**src/rtl/lsu_mem_ctrl_pkg.sv**
```systemverilog
// Shared types and constants for the LSU data-memory access stage.
package lsu_mem_ctrl_pkg;

    localparam int unsigned XLEN    = 32;
    localparam int unsigned BE_W    = 4;
    localparam int unsigned SIZE_W_ = 2;
    localparam int unsigned CAUSE_W = 4;

    // Access size encodings (3 is illegal and handled as a word)
    localparam logic [SIZE_W_-1:0] SIZE_B = 2'd0;
    localparam logic [SIZE_W_-1:0] SIZE_H = 2'd1;
    localparam logic [SIZE_W_-1:0] SIZE_W = 2'd2;

    // Exception causes reported on the response
    localparam logic [CAUSE_W-1:0] EXC_LD_MISALIGN = 4'd4;
    localparam logic [CAUSE_W-1:0] EXC_LD_FAULT    = 4'd5;
    localparam logic [CAUSE_W-1:0] EXC_ST_MISALIGN = 4'd6;
    localparam logic [CAUSE_W-1:0] EXC_ST_FAULT    = 4'd7;

    typedef enum logic [1:0] {
        ST_IDLE  = 2'd0,
        ST_BUSY  = 2'd1,
        ST_FAULT = 2'd2
    } lsu_state_e;

    typedef struct packed {
        logic               load;
        logic [SIZE_W_-1:0] size;
        logic [XLEN-1:0]    addr;
        logic [XLEN-1:0]    sdata;
    } lsu_mem_req_type;

    typedef struct packed {
        logic [XLEN-1:0]    ldata;
        logic [BE_W-1:0]    byteenable;
        logic               exc;
        logic [CAUSE_W-1:0] ecause;
    } lsu_mem_rsp_type;

    // Cause code for a failed access: misalignment or bus fault, load or store
    function automatic logic [CAUSE_W-1:0] exc_cause(input logic load, input logic misalign);
        if (misalign) return load ? EXC_LD_MISALIGN : EXC_ST_MISALIGN;
        return load ? EXC_LD_FAULT : EXC_ST_FAULT;
    endfunction

endpackage

```
**src/rtl/lsu_mem_ctrl_if.sv**
```systemverilog
// Request, data-bus and response signals of the LSU memory access stage.
interface lsu_mem_ctrl_if;
    import lsu_mem_ctrl_pkg::*;

    logic                 flush;
    logic                 req_valid;
    logic                 req_ready;
    logic                 req_load;
    logic [SIZE_W_-1:0]   req_size;
    logic [XLEN-1:0]      req_addr;
    logic [XLEN-1:0]      req_sdata;
    logic                 mem_valid;
    logic                 mem_ready;
    logic [XLEN-1:0]      mem_addr;
    logic [XLEN-1:0]      mem_wdata;
    logic [BE_W-1:0]      mem_wstrb;
    logic [XLEN-1:0]      mem_rdata;
    logic                 rsp_valid;
    logic [XLEN-1:0]      rsp_ldata;
    logic [BE_W-1:0]      rsp_byteenable;
    logic                 rsp_exc;
    logic [CAUSE_W-1:0]   rsp_ecause;

    // View of the access stage itself
    modport slave (
        input  flush, req_valid, req_load, req_size, req_addr, req_sdata,
        input  mem_ready, mem_rdata,
        output req_ready, mem_valid, mem_addr, mem_wdata, mem_wstrb,
        output rsp_valid, rsp_ldata, rsp_byteenable, rsp_exc, rsp_ecause
    );

    // View of execute plus data memory around the stage
    modport master (
        output flush, req_valid, req_load, req_size, req_addr, req_sdata,
        output mem_ready, mem_rdata,
        input  req_ready, mem_valid, mem_addr, mem_wdata, mem_wstrb,
        input  rsp_valid, rsp_ldata, rsp_byteenable, rsp_exc, rsp_ecause
    );

endinterface

```
**src/rtl/lsu_mem_ctrl_dmem_align.sv**
```systemverilog
// Byte-lane steering: byteenable, replicated store data and misalignment check.
module lsu_mem_ctrl_dmem_align
    import lsu_mem_ctrl_pkg::*;
(
    input  logic [SIZE_W_-1:0] size,
    input  logic [1:0]         addr_lo,
    input  logic [XLEN-1:0]    sdata,
    output logic [BE_W-1:0]    byteenable_c,
    output logic [XLEN-1:0]    wdata_c,
    output logic               misalign_c
);

    // Lane selection per access size; size 3 falls through to word
    always_comb begin
        byteenable_c = 4'hF;
        wdata_c      = sdata;
        misalign_c   = 1'b0;
        case (size)
            SIZE_B: begin
                byteenable_c = 4'b0001 << addr_lo;
                wdata_c      = {4{sdata[7:0]}};
            end
            SIZE_H: begin
                byteenable_c = addr_lo[1] ? 4'hC : 4'h3;
                wdata_c      = {2{sdata[15:0]}};
                misalign_c   = addr_lo[0];
            end
            default: begin
                byteenable_c = 4'hF;
                wdata_c      = sdata;
                misalign_c   = |addr_lo;
            end
        endcase
    end

endmodule

```
**src/rtl/lsu_mem_ctrl.sv**
```systemverilog
// Data-memory access stage: one outstanding load/store, bus handshake, raw response.
module lsu_mem_ctrl
    import lsu_mem_ctrl_pkg::*;
#(
    parameter int unsigned WAIT_MAX = 0
) (
    input logic           clock,
    input logic           reset,
    lsu_mem_ctrl_if.slave bus
);

    localparam int unsigned       CNT_W     = (WAIT_MAX > 1) ? $clog2(WAIT_MAX) : 1;
    localparam logic [CNT_W-1:0]  WAIT_LAST = (WAIT_MAX == 0) ? '0 : CNT_W'(WAIT_MAX - 1);

    lsu_mem_req_type  req_c;
    logic [BE_W-1:0]  be_c;
    logic [XLEN-1:0]  wdata_c;
    logic             misalign_c;
    logic             accept_c;
    logic             timeout_c;

    lsu_state_e       state_q, state_nxt;
    logic             req_ready_q;
    logic             mem_valid_q;
    logic [XLEN-1:0]  mem_addr_q;
    logic [XLEN-1:0]  mem_wdata_q;
    logic [BE_W-1:0]  mem_wstrb_q;
    logic             load_q;
    logic [BE_W-1:0]  be_q;
    logic             flushed_q;
    logic [CNT_W-1:0] wait_cnt_q;
    logic             rsp_valid_q;
    lsu_mem_rsp_type  rsp_q;

    assign req_c = '{load: bus.req_load, size: bus.req_size,
                     addr: bus.req_addr, sdata: bus.req_sdata};

    lsu_mem_ctrl_dmem_align u_align (
        .size         (req_c.size),
        .addr_lo      (req_c.addr[1:0]),
        .sdata        (req_c.sdata),
        .byteenable_c (be_c),
        .wdata_c      (wdata_c),
        .misalign_c   (misalign_c)
    );

    assign accept_c = (state_q == ST_IDLE) && bus.req_valid && !bus.flush;

    // State register
    always_ff @(posedge clock) begin
        if (!reset) state_q <= ST_IDLE;
        else        state_q <= state_nxt;
    end

    // Next state; a bus completion in the last allowed wait cycle beats the timeout
    always_comb begin
        state_nxt = state_q;
        timeout_c = 1'b0;
        case (state_q)
            ST_IDLE: begin
                if (accept_c) state_nxt = misalign_c ? ST_FAULT : ST_BUSY;
            end
            ST_BUSY: begin
                if (bus.mem_ready) begin
                    state_nxt = ST_IDLE;
                end else if ((WAIT_MAX != 0) && (wait_cnt_q == WAIT_LAST)) begin
                    state_nxt = ST_IDLE;
                    timeout_c = 1'b1;
                end
            end
            ST_FAULT: state_nxt = ST_IDLE;
            default:  state_nxt = ST_IDLE;
        endcase
    end

    // Bus outputs, transaction context and response registers
    always_ff @(posedge clock) begin
        if (!reset) begin
            req_ready_q <= 1'b1;
            mem_valid_q <= 1'b0;
            mem_addr_q  <= '0;
            mem_wdata_q <= '0;
            mem_wstrb_q <= '0;
            load_q      <= 1'b0;
            be_q        <= '0;
            flushed_q   <= 1'b0;
            wait_cnt_q  <= '0;
            rsp_valid_q <= 1'b0;
            rsp_q       <= '0;
        end else begin
            req_ready_q <= (state_nxt == ST_IDLE);
            mem_valid_q <= (state_nxt == ST_BUSY);
            rsp_valid_q <= 1'b0;
            if (accept_c) begin
                load_q     <= req_c.load;
                be_q       <= be_c;
                flushed_q  <= 1'b0;
                wait_cnt_q <= '0;
                if (misalign_c) begin
                    rsp_valid_q <= 1'b1;
                    rsp_q       <= '{ldata: '0, byteenable: be_c, exc: 1'b1,
                                     ecause: exc_cause(req_c.load, 1'b1)};
                end else begin
                    mem_addr_q  <= {req_c.addr[XLEN-1:2], 2'b00};
                    mem_wdata_q <= wdata_c;
                    mem_wstrb_q <= req_c.load ? '0 : be_c;
                end
            end
            if (state_q == ST_BUSY) begin
                // A flush never abandons the bus cycle; it only hides the response
                if (bus.flush) flushed_q <= 1'b1;
                if (!bus.mem_ready && (WAIT_MAX != 0)) wait_cnt_q <= wait_cnt_q + CNT_W'(1);
                if ((bus.mem_ready || timeout_c) && !(flushed_q || bus.flush)) begin
                    rsp_valid_q      <= 1'b1;
                    rsp_q.ldata      <= (bus.mem_ready && load_q) ? bus.mem_rdata : '0;
                    rsp_q.byteenable <= be_q;
                    rsp_q.exc        <= timeout_c;
                    rsp_q.ecause     <= timeout_c ? exc_cause(load_q, 1'b0) : '0;
                end
            end
        end
    end

    assign bus.req_ready      = req_ready_q;
    assign bus.mem_valid      = mem_valid_q;
    assign bus.mem_addr       = mem_addr_q;
    assign bus.mem_wdata      = mem_wdata_q;
    assign bus.mem_wstrb      = mem_wstrb_q;
    // A misalignment response is already presented in the FAULT cycle, so a flush
    // arriving in that same cycle can only be honoured by masking the pulse
    assign bus.rsp_valid      = rsp_valid_q && !((state_q == ST_FAULT) && bus.flush);
    assign bus.rsp_ldata      = rsp_q.ldata;
    assign bus.rsp_byteenable = rsp_q.byteenable;
    assign bus.rsp_exc        = rsp_q.exc;
    assign bus.rsp_ecause     = rsp_q.ecause;

endmodule

```
**src/flat_wrapper.sv**
```systemverilog
// flat-port wrapper written by rule: the top's interface ports become plain ports
module lsu_mem_ctrl_flat import lsu_mem_ctrl_pkg::*;
#(
    parameter int unsigned WAIT_MAX = 0
)
  (clock, reset, bus_flush, bus_req_valid, bus_req_load, bus_req_size, bus_req_addr, bus_req_sdata, bus_mem_ready, bus_mem_rdata, bus_req_ready, bus_mem_valid, bus_mem_addr, bus_mem_wdata, bus_mem_wstrb, bus_rsp_valid, bus_rsp_ldata, bus_rsp_byteenable, bus_rsp_exc, bus_rsp_ecause);
  lsu_mem_ctrl_if bus_i ();
  input logic clock;
  input logic reset;
  input wire logic [$bits(bus_i.flush)-1:0] bus_flush;
  input wire logic [$bits(bus_i.req_valid)-1:0] bus_req_valid;
  input wire logic [$bits(bus_i.req_load)-1:0] bus_req_load;
  input wire logic [$bits(bus_i.req_size)-1:0] bus_req_size;
  input wire logic [$bits(bus_i.req_addr)-1:0] bus_req_addr;
  input wire logic [$bits(bus_i.req_sdata)-1:0] bus_req_sdata;
  input wire logic [$bits(bus_i.mem_ready)-1:0] bus_mem_ready;
  input wire logic [$bits(bus_i.mem_rdata)-1:0] bus_mem_rdata;
  output wire logic [$bits(bus_i.req_ready)-1:0] bus_req_ready;
  output wire logic [$bits(bus_i.mem_valid)-1:0] bus_mem_valid;
  output wire logic [$bits(bus_i.mem_addr)-1:0] bus_mem_addr;
  output wire logic [$bits(bus_i.mem_wdata)-1:0] bus_mem_wdata;
  output wire logic [$bits(bus_i.mem_wstrb)-1:0] bus_mem_wstrb;
  output wire logic [$bits(bus_i.rsp_valid)-1:0] bus_rsp_valid;
  output wire logic [$bits(bus_i.rsp_ldata)-1:0] bus_rsp_ldata;
  output wire logic [$bits(bus_i.rsp_byteenable)-1:0] bus_rsp_byteenable;
  output wire logic [$bits(bus_i.rsp_exc)-1:0] bus_rsp_exc;
  output wire logic [$bits(bus_i.rsp_ecause)-1:0] bus_rsp_ecause;
  assign bus_i.flush = bus_flush;
  assign bus_i.req_valid = bus_req_valid;
  assign bus_i.req_load = bus_req_load;
  assign bus_i.req_size = bus_req_size;
  assign bus_i.req_addr = bus_req_addr;
  assign bus_i.req_sdata = bus_req_sdata;
  assign bus_i.mem_ready = bus_mem_ready;
  assign bus_i.mem_rdata = bus_mem_rdata;
  assign bus_req_ready = bus_i.req_ready;
  assign bus_mem_valid = bus_i.mem_valid;
  assign bus_mem_addr = bus_i.mem_addr;
  assign bus_mem_wdata = bus_i.mem_wdata;
  assign bus_mem_wstrb = bus_i.mem_wstrb;
  assign bus_rsp_valid = bus_i.rsp_valid;
  assign bus_rsp_ldata = bus_i.rsp_ldata;
  assign bus_rsp_byteenable = bus_i.rsp_byteenable;
  assign bus_rsp_exc = bus_i.rsp_exc;
  assign bus_rsp_ecause = bus_i.rsp_ecause;
  lsu_mem_ctrl #(.WAIT_MAX(WAIT_MAX)) u_core (.clock(clock), .reset(reset), .bus(bus_i));
endmodule
```
**config.mk**
```make
export PLATFORM = sky130hd
export DESIGN_NAME = lsu_mem_ctrl_flat
export DESIGN_NICKNAME = d
export VERILOG_FILES = /design/src/rtl/lsu_mem_ctrl_pkg.sv /design/src/rtl/lsu_mem_ctrl_if.sv /design/src/rtl/lsu_mem_ctrl_dmem_align.sv /design/src/rtl/lsu_mem_ctrl.sv /design/src/flat_wrapper.sv
export SDC_FILE = /design/constraint.sdc
export NUM_CORES = 1
export LEC_CHECK = 0
export ABC_CLOCK_PERIOD_IN_PS = 1700
export BUFFER_PORTS_ARGS = -buffer_cell sky130_fd_sc_hd__buf_2
export CAP_MARGIN = 20
export CELL_PAD_IN_SITES_DETAIL_PLACEMENT = 1
export CELL_PAD_IN_SITES_GLOBAL_PLACEMENT = 2
export CORE_MARGIN = 5
export CORE_UTILIZATION = 24
export DETAILED_ROUTE_END_ITERATION = 8
export PLACE_DENSITY = 0.85
export SLEW_MARGIN = 15
export SYNTH_ARGS = -nofsm -noshare
export SYNTH_HDL_FRONTEND = slang
export SYNTH_SLANG_ARGS = --single-unit
```
**constraint.sdc**
```tcl
create_clock -name clock -period 1.7 [get_ports clock]
set_input_delay 0.255 -clock clock [delete_from_list [all_inputs] [get_ports clock]]
set_output_delay 0.255 -clock clock [all_outputs]
set_load 0.1 [all_outputs]
```
==> impl_results.md, run 1 <==
- Status: complete, but fails checks
- Failing checks: setup timing
- Synth cell types: 40
- Period utilisation layout: 106%
- Worst skew pair latency: 0.41 ns
- Initial antenna violation count: 0
- Final Hold Vio Count: 0
- Critical path class: flip-flop to flip-flop
- I/O pin total: 216
- Hold crit path type: input pin to flip-flop
- Grt total ovfl: 0
- Fillers: 2515
- Synth Register Bits: between 100 and 150
- Sequential share of the synthesized area: 46.3%
- Clk sink count: 118
- Buffers on Ports: roughly 210
- DRC viols: 0
- Pin count of the biggest net entering global routing: between 80 and 90
- Die Ht: 156 um
- Multi-input logic area: 2280 um^2
- Slowest-stage cell, CP: or4b_4
- First-pass GRT wire length: approximately 27000 um
- Setup violations, final: just under 60
- Crit-path max cell delay: 0.57 ns
- Commonest cells in the netlist: dfxtp_1, nand2_1, inv_1
- Chip width: 156 um
- Clock buffer depth: 2
- Placer Congestion: between 0.7 and 0.8
- Vias post-DR: 4822
- EDFF count, synth: 0
- Root buf cell: clkbuf_16
- Post-Route WL: around 18000 um
- CTS clk-pin slew, worst paths: about 0.06 ns
- Slew headroom: roughly two thirds
- Synth Instances: approximately 570
- TritonRoute pass-1 iters: 4
- Final min period: 1.80 ns
- Synth Flop Type: dfxtp_1
- CTS Buf Count: 17
- Placed inst area: around 6700 um^2
- RSZ-0062 raised after global routing: true
- Row cnt: 53
- Critical path fanouts, max: 9
- Slew Limit Fails: 0
- Post-synth ARST share: 0%
- Fin area: between 7000 and 8000 um^2
- Initial cell density of the core: between 20% and 30%
- Sequential cell area: between 2000 and 2500 um^2
- Wirelength per Cell: about 16 um
- Final hold slack: approximately 0.075 ns
- H-tree depth: 4
- IR drop worst, VDD: ~0.6 mV
- Synth area leaders: dfxtp_1, mux2i_1, nand2_1
- Layout Skew: ~0.0089 ns
- Mapped Area: roughly 5100 um^2
- Vias in the first global route: approximately 5200
- Max cap viols: 0
- Drt via density: around 4.5
- Share of the synthesized area in the top cell type: 46.3%
- CP Cell Sequence: or4b_4 -> nor3_4 -> buf_12 -> buf_12 -> mux2i_2
- DP HPWL: 12300 um
- Nature of the critical path endpoint: flip-flop
- ANT nets after route: 0
- Pleak: between 3 and 4 nW
- Final Power: slightly above 8 mW
- P per Cell Area: between 1000 and 1500 nW/um^2
- Top-count cell post-synth: dfxtp_1
- Placeable Area: between 20000 and 25000 um^2
- Post-CTS Hold Fix Bufs: 0
- Startpoint types: flip-flop
- Syn. warnings: 0
- NumNets Final: approximately 900
- Die Area: 24300 um^2
- Gr usage total: 14.0%
- Crit-path most repeated cell: buf_12
- Area grow syn2layout: 48.3%
- Setup WS post-layout: -0.0995 ns
- CTS tree: done
- Max Clock Freq: about 560 MHz
- WP data required: between 2 and 2.5 ns
- Tightest Pin Transition: 0.521 ns
- Share of cells above drive strength 1: 38.1%
- Cell accounting for the most synthesized area: dfxtp_1
- Crit path DAT: between 2 and 2.5 ns
- First-iteration detailed-routing DRC count: approximately 110
- Avg Cell Area, Syn: between 9 and 10 um^2
## worst paths after layout
check                           cells past startpoint  slack, ns                     start                  endpoint
worst max-delay path                                5       -0.1         u_core.state_q[0]   u_core.bus.mem_addr[28]
worst min-delay path                                3       0.08         bus_mem_rdata[28]  u_core.bus.rsp_ldata[28]
worst max register to register                      5       -0.1         u_core.state_q[0]   u_core.bus.mem_addr[28]
worst min register to register                      2       0.44  u_core.bus.rsp_ecause[2]  u_core.bus.rsp_ecause[2]
## per-layer routing
metal  track usage, %  vias up  wire length [um]
met3             5.38       11              1510
met2             23.5      154              8580
met1             16.8     2274              7430
met5                0        -                 0
met4             3.96        0               163
li1                 -     2383                 -
## cells by family (layout without fill, tap and decap cells)
kind of cell | count (synthesis) | in the layout | synth area share, %
compound gates | 108 | 108 | 16.0
mux | 73 | 73 | 14.5
other cells | 1 | 3 | 0.0734
buf+inv | 122 | 362 | 9.73
flops | 118 | 118 | 46.3
simple gates | 143 | 143 | 13.5
## power breakdown
part	switching, mW	internal [mW]
registers	0.0461	2.86
logic	0.989	0.406
clock network	1.38	2.55
total	2.42	5.81
## placed cells by master (no fill, tap or decap), types with 2 or more instances in the layout
cell,netlist,layout
a211oi_1,2,2
a21oi_1,9,9
a311oi_1,5,5
buf_12,0,13
buf_2,7,211
buf_4,6,22
buf_6,1,3
bufinv_16,0,4
clkbuf_16,0,21
clkbuf_8,0,2
clkinv_4,0,4
clkinvlp_4,0,3
conb_1,1,2
dfxtp_1,118,117
inv_1,76,76
inv_6,0,2
mux2_2,8,8
mux2i_1,65,63
mux2i_2,0,2
nand2_1,97,97
nand2b_1,10,10
nor2_1,6,6
nor3_1,8,8
nor3_4,2,2
nor3b_1,10,10
o211a_1,8,8
o211ai_1,17,17
o21a_1,11,11
o21ai_0,14,14
o21ai_2,0,2
o311ai_0,2,2
o31ai_1,2,2
o32ai_1,32,32
## worst max-delay path: cells and delay by family, from the launching register on
| family | cells | cell delay, ns |
|---|---|---|
| simple gates | 2 | 0.82 |
| mux | 1 | 0.24 |
| flops | 1 | 0.33 |
| buf+inv | 2 | 0.32 |
## flip-flops by register name, summed over array words and instances (netlist names), 2 cells and up
signal and cells:
u_core.be_q 4, u_core.bus.mem_addr 30, u_core.bus.mem_wdata 32, u_core.bus.mem_wstrb 4, u_core.bus.rsp_byteenable 4, u_core.bus.rsp_ecause 4, u_core.bus.rsp_ldata 32, u_core.state_q 2
## repair_timing
action | CTS | global route
pin swaps | 1 | 1
cloned | 2 | 4
hold endpoints to repair | 0 | 0
gates resized for setup | 5 | 8
buffers inserted | 2 | 5
endpoints found under the setup margin | 41 | 85
## through the flow
stage                     utilization, %  setup WS (ns)  TNS (ns)  cells
final                               36.1        -0.0995     -1.44   1082
after global routing                36.1         -0.154     -6.81   1081
after CTS                           35.5        -0.0837     -1.39   1074
after detailed placement            32.0         -0.131     -5.83   1038
after global placement              32.0         -0.104     -4.83   1038
after floorplan                        -        -0.0301    -0.347    566
## area by class of cell
cell class                 instances  area share, %
tap                              275           4.54
multi-input combinational        326           30.2
timing repair buffer             254           21.7
inverter                          76           3.77
antenna                            1         0.0331
clock inverter                    13           2.58
sequential                       118           31.2
clock buffer                      19           5.98
No activity file was read; power rests on OpenSTA's default activity.
==> run 2, diff against run 1 <==
--- a/config.mk
+++ b/config.mk
@@ -14,6 +14,7 @@
 export CORE_UTILIZATION = 24
 export DETAILED_ROUTE_END_ITERATION = 8
 export PLACE_DENSITY = 0.85
+export SETUP_SLACK_MARGIN = 0.15
 export SLEW_MARGIN = 15
 export SYNTH_ARGS = -nofsm -noshare
 export SYNTH_HDL_FRONTEND = slang
==> run 2 against run 1 <==
  * The flow still finishes with violations (setup timing)
  * Count of clock-buffer cells in the layout is 1 lower
  * Non-clock buffer count is 8 higher
  * Register-to-register slack worse by 0.03 ns
  * Cell count is 0.65% higher
  * Clock skew is 0.0025 ns lower
  * Setup slack worse by 0.031 ns
==> impl_results.md, run 2 (same netlist as run 1, synthesis figures left out) <==
- IR drop worst, VDD: 0.528 mV (was 0.607 mV)
- Row cnt: 53 (unchanged)
- Commonest non-fill, non-tap cell in the layout: buf_2 (unchanged)
- Period utilisation layout: 108% (was 106%)
- Drt via density: 4.47 (was 4.46)
- Worst skew pair latency: 0.41 ns (about the same)
- Net Sw Frac: 31.1% (was 29.4%)
- Grt total ovfl: 0 (unchanged)
- Crit path DAT: 2.12 ns (about the same)
- Vias in the first global route: 4996 (was 5159)
- Share of cells above drive strength 1: 40.4% (was 38.1%)
- Final min period: 1.83 ns (was 1.80 ns)
- Placer Congestion: 0.758 (was 0.731)
- H-tree depth: 4 (unchanged)
- Area grow syn2layout: 50.0% (was 48.3%)
- Vias post-DR: 4863 (was 4822)
- CTS tree: done (unchanged)
- Final hold slack: 0.0765 ns (was 0.0755 ns)
- I/O pin total: 216 (unchanged)
- Post-Route WL: 18000 um (was 17700 um)
- Max Clock Freq: 546 MHz (was 556 MHz)
- Wirelength per Cell: 16.5 um (was 16.3 um)
- Met3 track demand over resource: 5.52% (was 5.38%)
- Clk sink count: 118 (unchanged)
- Nature of the critical path endpoint: flip-flop (unchanged)
- TritonRoute pass-1 iters: 4 (unchanged)
- Setup violations, final: 83 (was 59)
- Critical path class: flip-flop to flip-flop (unchanged)
- DP HPWL: 12500 um (was 12300 um)
- Root buf cell: clkbuf_16 (unchanged)
- ANT nets after route: 0 (unchanged)
- Critical path fanouts, max: 9 (unchanged)
- Tightest Pin Transition: 0.528 ns (was 0.521 ns)
- Startpoint types: flip-flop (unchanged)
- Hold crit path type: input pin to flip-flop (unchanged)
- Pleak: 3.60 nW (was 3.58 nW)
- Clk pwr share: 43.7% (was 47.8%)
- Status: complete, but fails checks (unchanged)
- RSZ-0062 raised after global routing: true (unchanged)
- Die Ht: 156 um (unchanged)
- DRC viols: 0 (unchanged)
- First-pass GRT wire length: 27000 um (was 27300 um)
- Clock buffer depth: 2 (unchanged)
- Initial antenna violation count: 3 (was 0)
- Die Area: 24300 um^2 (unchanged)
- Met2 GRT Util: 22.4% (was 23.5%)
- Pin count of the biggest net entering global routing: 68 (was 81)
- CTS Buf Count: 17 (unchanged)
- GR peak layer: met2 (unchanged)
- P per Cell Area: 1010 nW/um^2 (was 1090 nW/um^2)
- Initial cell density of the core: 24.4% (unchanged)
- Placeable Area: 21000 um^2 (unchanged)
- Post-CTS Hold Fix Bufs: 0 (unchanged)
- Setup WS post-layout: -0.130 ns (was -0.0995 ns)
- CTS clk-pin slew, worst paths: 0.06 ns (about the same)
- Comb pwr share: 18.7% (was 16.9%)
- First-iteration detailed-routing DRC count: 146 (was 113)
- WP data required: 1.98 ns (was 2.02 ns)
- Setup WS pre-CTS: -0.191 ns (was -0.131 ns)
- Max cap viols: 0 (unchanged)
- Most frequent cells in the layout: buf_2, dfxtp_1, nand2_1 (unchanged)
- P_int: 5.32 mW (was 5.81 mW)
- NumNets Final: 905 (was 897)
- Slew Limit Fails: 0 (unchanged)
- Final Util: 36.5% (was 36.1%)
- Sequential share of power: 37.6% (was 35.2%)
- Failing checks: setup timing (unchanged)
- Sw power: 2.40 mW (was 2.42 mW)
- Diodes inserted: 0 (was 1)
- Gr usage total: 14.0% (about the same)
- Chip width: 156 um (unchanged)
- Final Hold Vio Count: 0 (unchanged)
- Slew headroom: 65.1% (was 65.5%)
- Layout Skew: 0.00640 ns (was 0.00895 ns)
- Global routing met1 resource utilization: 17.3% (was 16.8%)
- Buffers on Ports: 213 (unchanged)
[run 2: cell count changes in the layout (fill, tap and decap cells not counted), moves of 3 or more]
cell,before,now
buf_6,3,8
clkinv_2,0,7
clkinv_4,4,1
a311oi_2,0,3
buf_8,0,3
a311oi_1,5,2
bufinv_16,4,1
[run 2: final timing paths]
check	startpoint	slack [ns]	end	cells past startpoint
worst max register to register	u_core.state_q[0]	-0.13	u_core.bus.rsp_ldata[12]	7
worst min-delay path	bus_mem_rdata[4]	0.08	u_core.bus.rsp_ldata[4]	3
worst min register to register	u_core.bus.rsp_ecause[2]	0.45	u_core.bus.rsp_ecause[2]	2
worst max-delay path	u_core.state_q[0]	-0.13	u_core.bus.rsp_ldata[12]	7
[run 2: metrics by stage]
| step | TNS, ns | total power [mW] | cell area (um^2) | std cells |
|---|---|---|---|---|
| finish | -5.45 | 7.72 | 7660 | 1089 |
| global route | -10.44 | 8.06 | 7660 | 1089 |
| CTS | -3.12 | 7.78 | 7450 | 1082 |
| detailed placement | -5.40 | 4.31 | 6750 | 1042 |
| global placement | -4.51 | 4.30 | 6750 | 1042 |
| floorplan | 0 | 3.93 | 5200 | 566 |
[run 2: per-layer routing]
metal / share of wire (%) / wire (um) / vias to the layer above
li1: - / - / 2403
met1: 42 / 7650 / 2272
met2: 48 / 8580 / 160
met3: 8.4 / 1520 / 22
met4: 1.1 / 204 / 6
met5: 0.23 / 41 / -
[run 2: timing repair]
action / in CTS / in global routing
pin swaps: 2 / 0
setup endpoints to repair: 99 / 100
buffers inserted: 6 / 1
cloned: 2 / 6
gates resized for setup: 18 / 15
[run 2: critical path, cell delays in order (launching register included)]
cell and delay (ns):
dfxtp_2 0.32, or4b_4 0.51, buf_6 0.14, buf_4 0.17
nor3_4 0.15, buf_12 0.17, clkbuf_16 0.16, o32ai_1 0.08
[run 2: power groups by stage]
stage,sequential (mW),combinational [mW],clock [mW]
2_1_floorplan,3.51,0.419,0
3_3_place_gp,2.96,1.34,0
3_5_place_dp,2.96,1.35,0
4_1_cts,2.90,1.40,3.48
6_report,2.90,1.44,3.37
5_1_grt,2.91,1.53,3.62
[run 2: cell type report]
class,count,area (um^2)
Clock buffer,18,439
Clock inverter,14,111
Fill cell,2504,13300
Inverter,76,285
Multi-Input combinational cell,326,2360
Sequential cell,118,2360
Tap cell,275,344
Timing Repair Buffer,262,1750
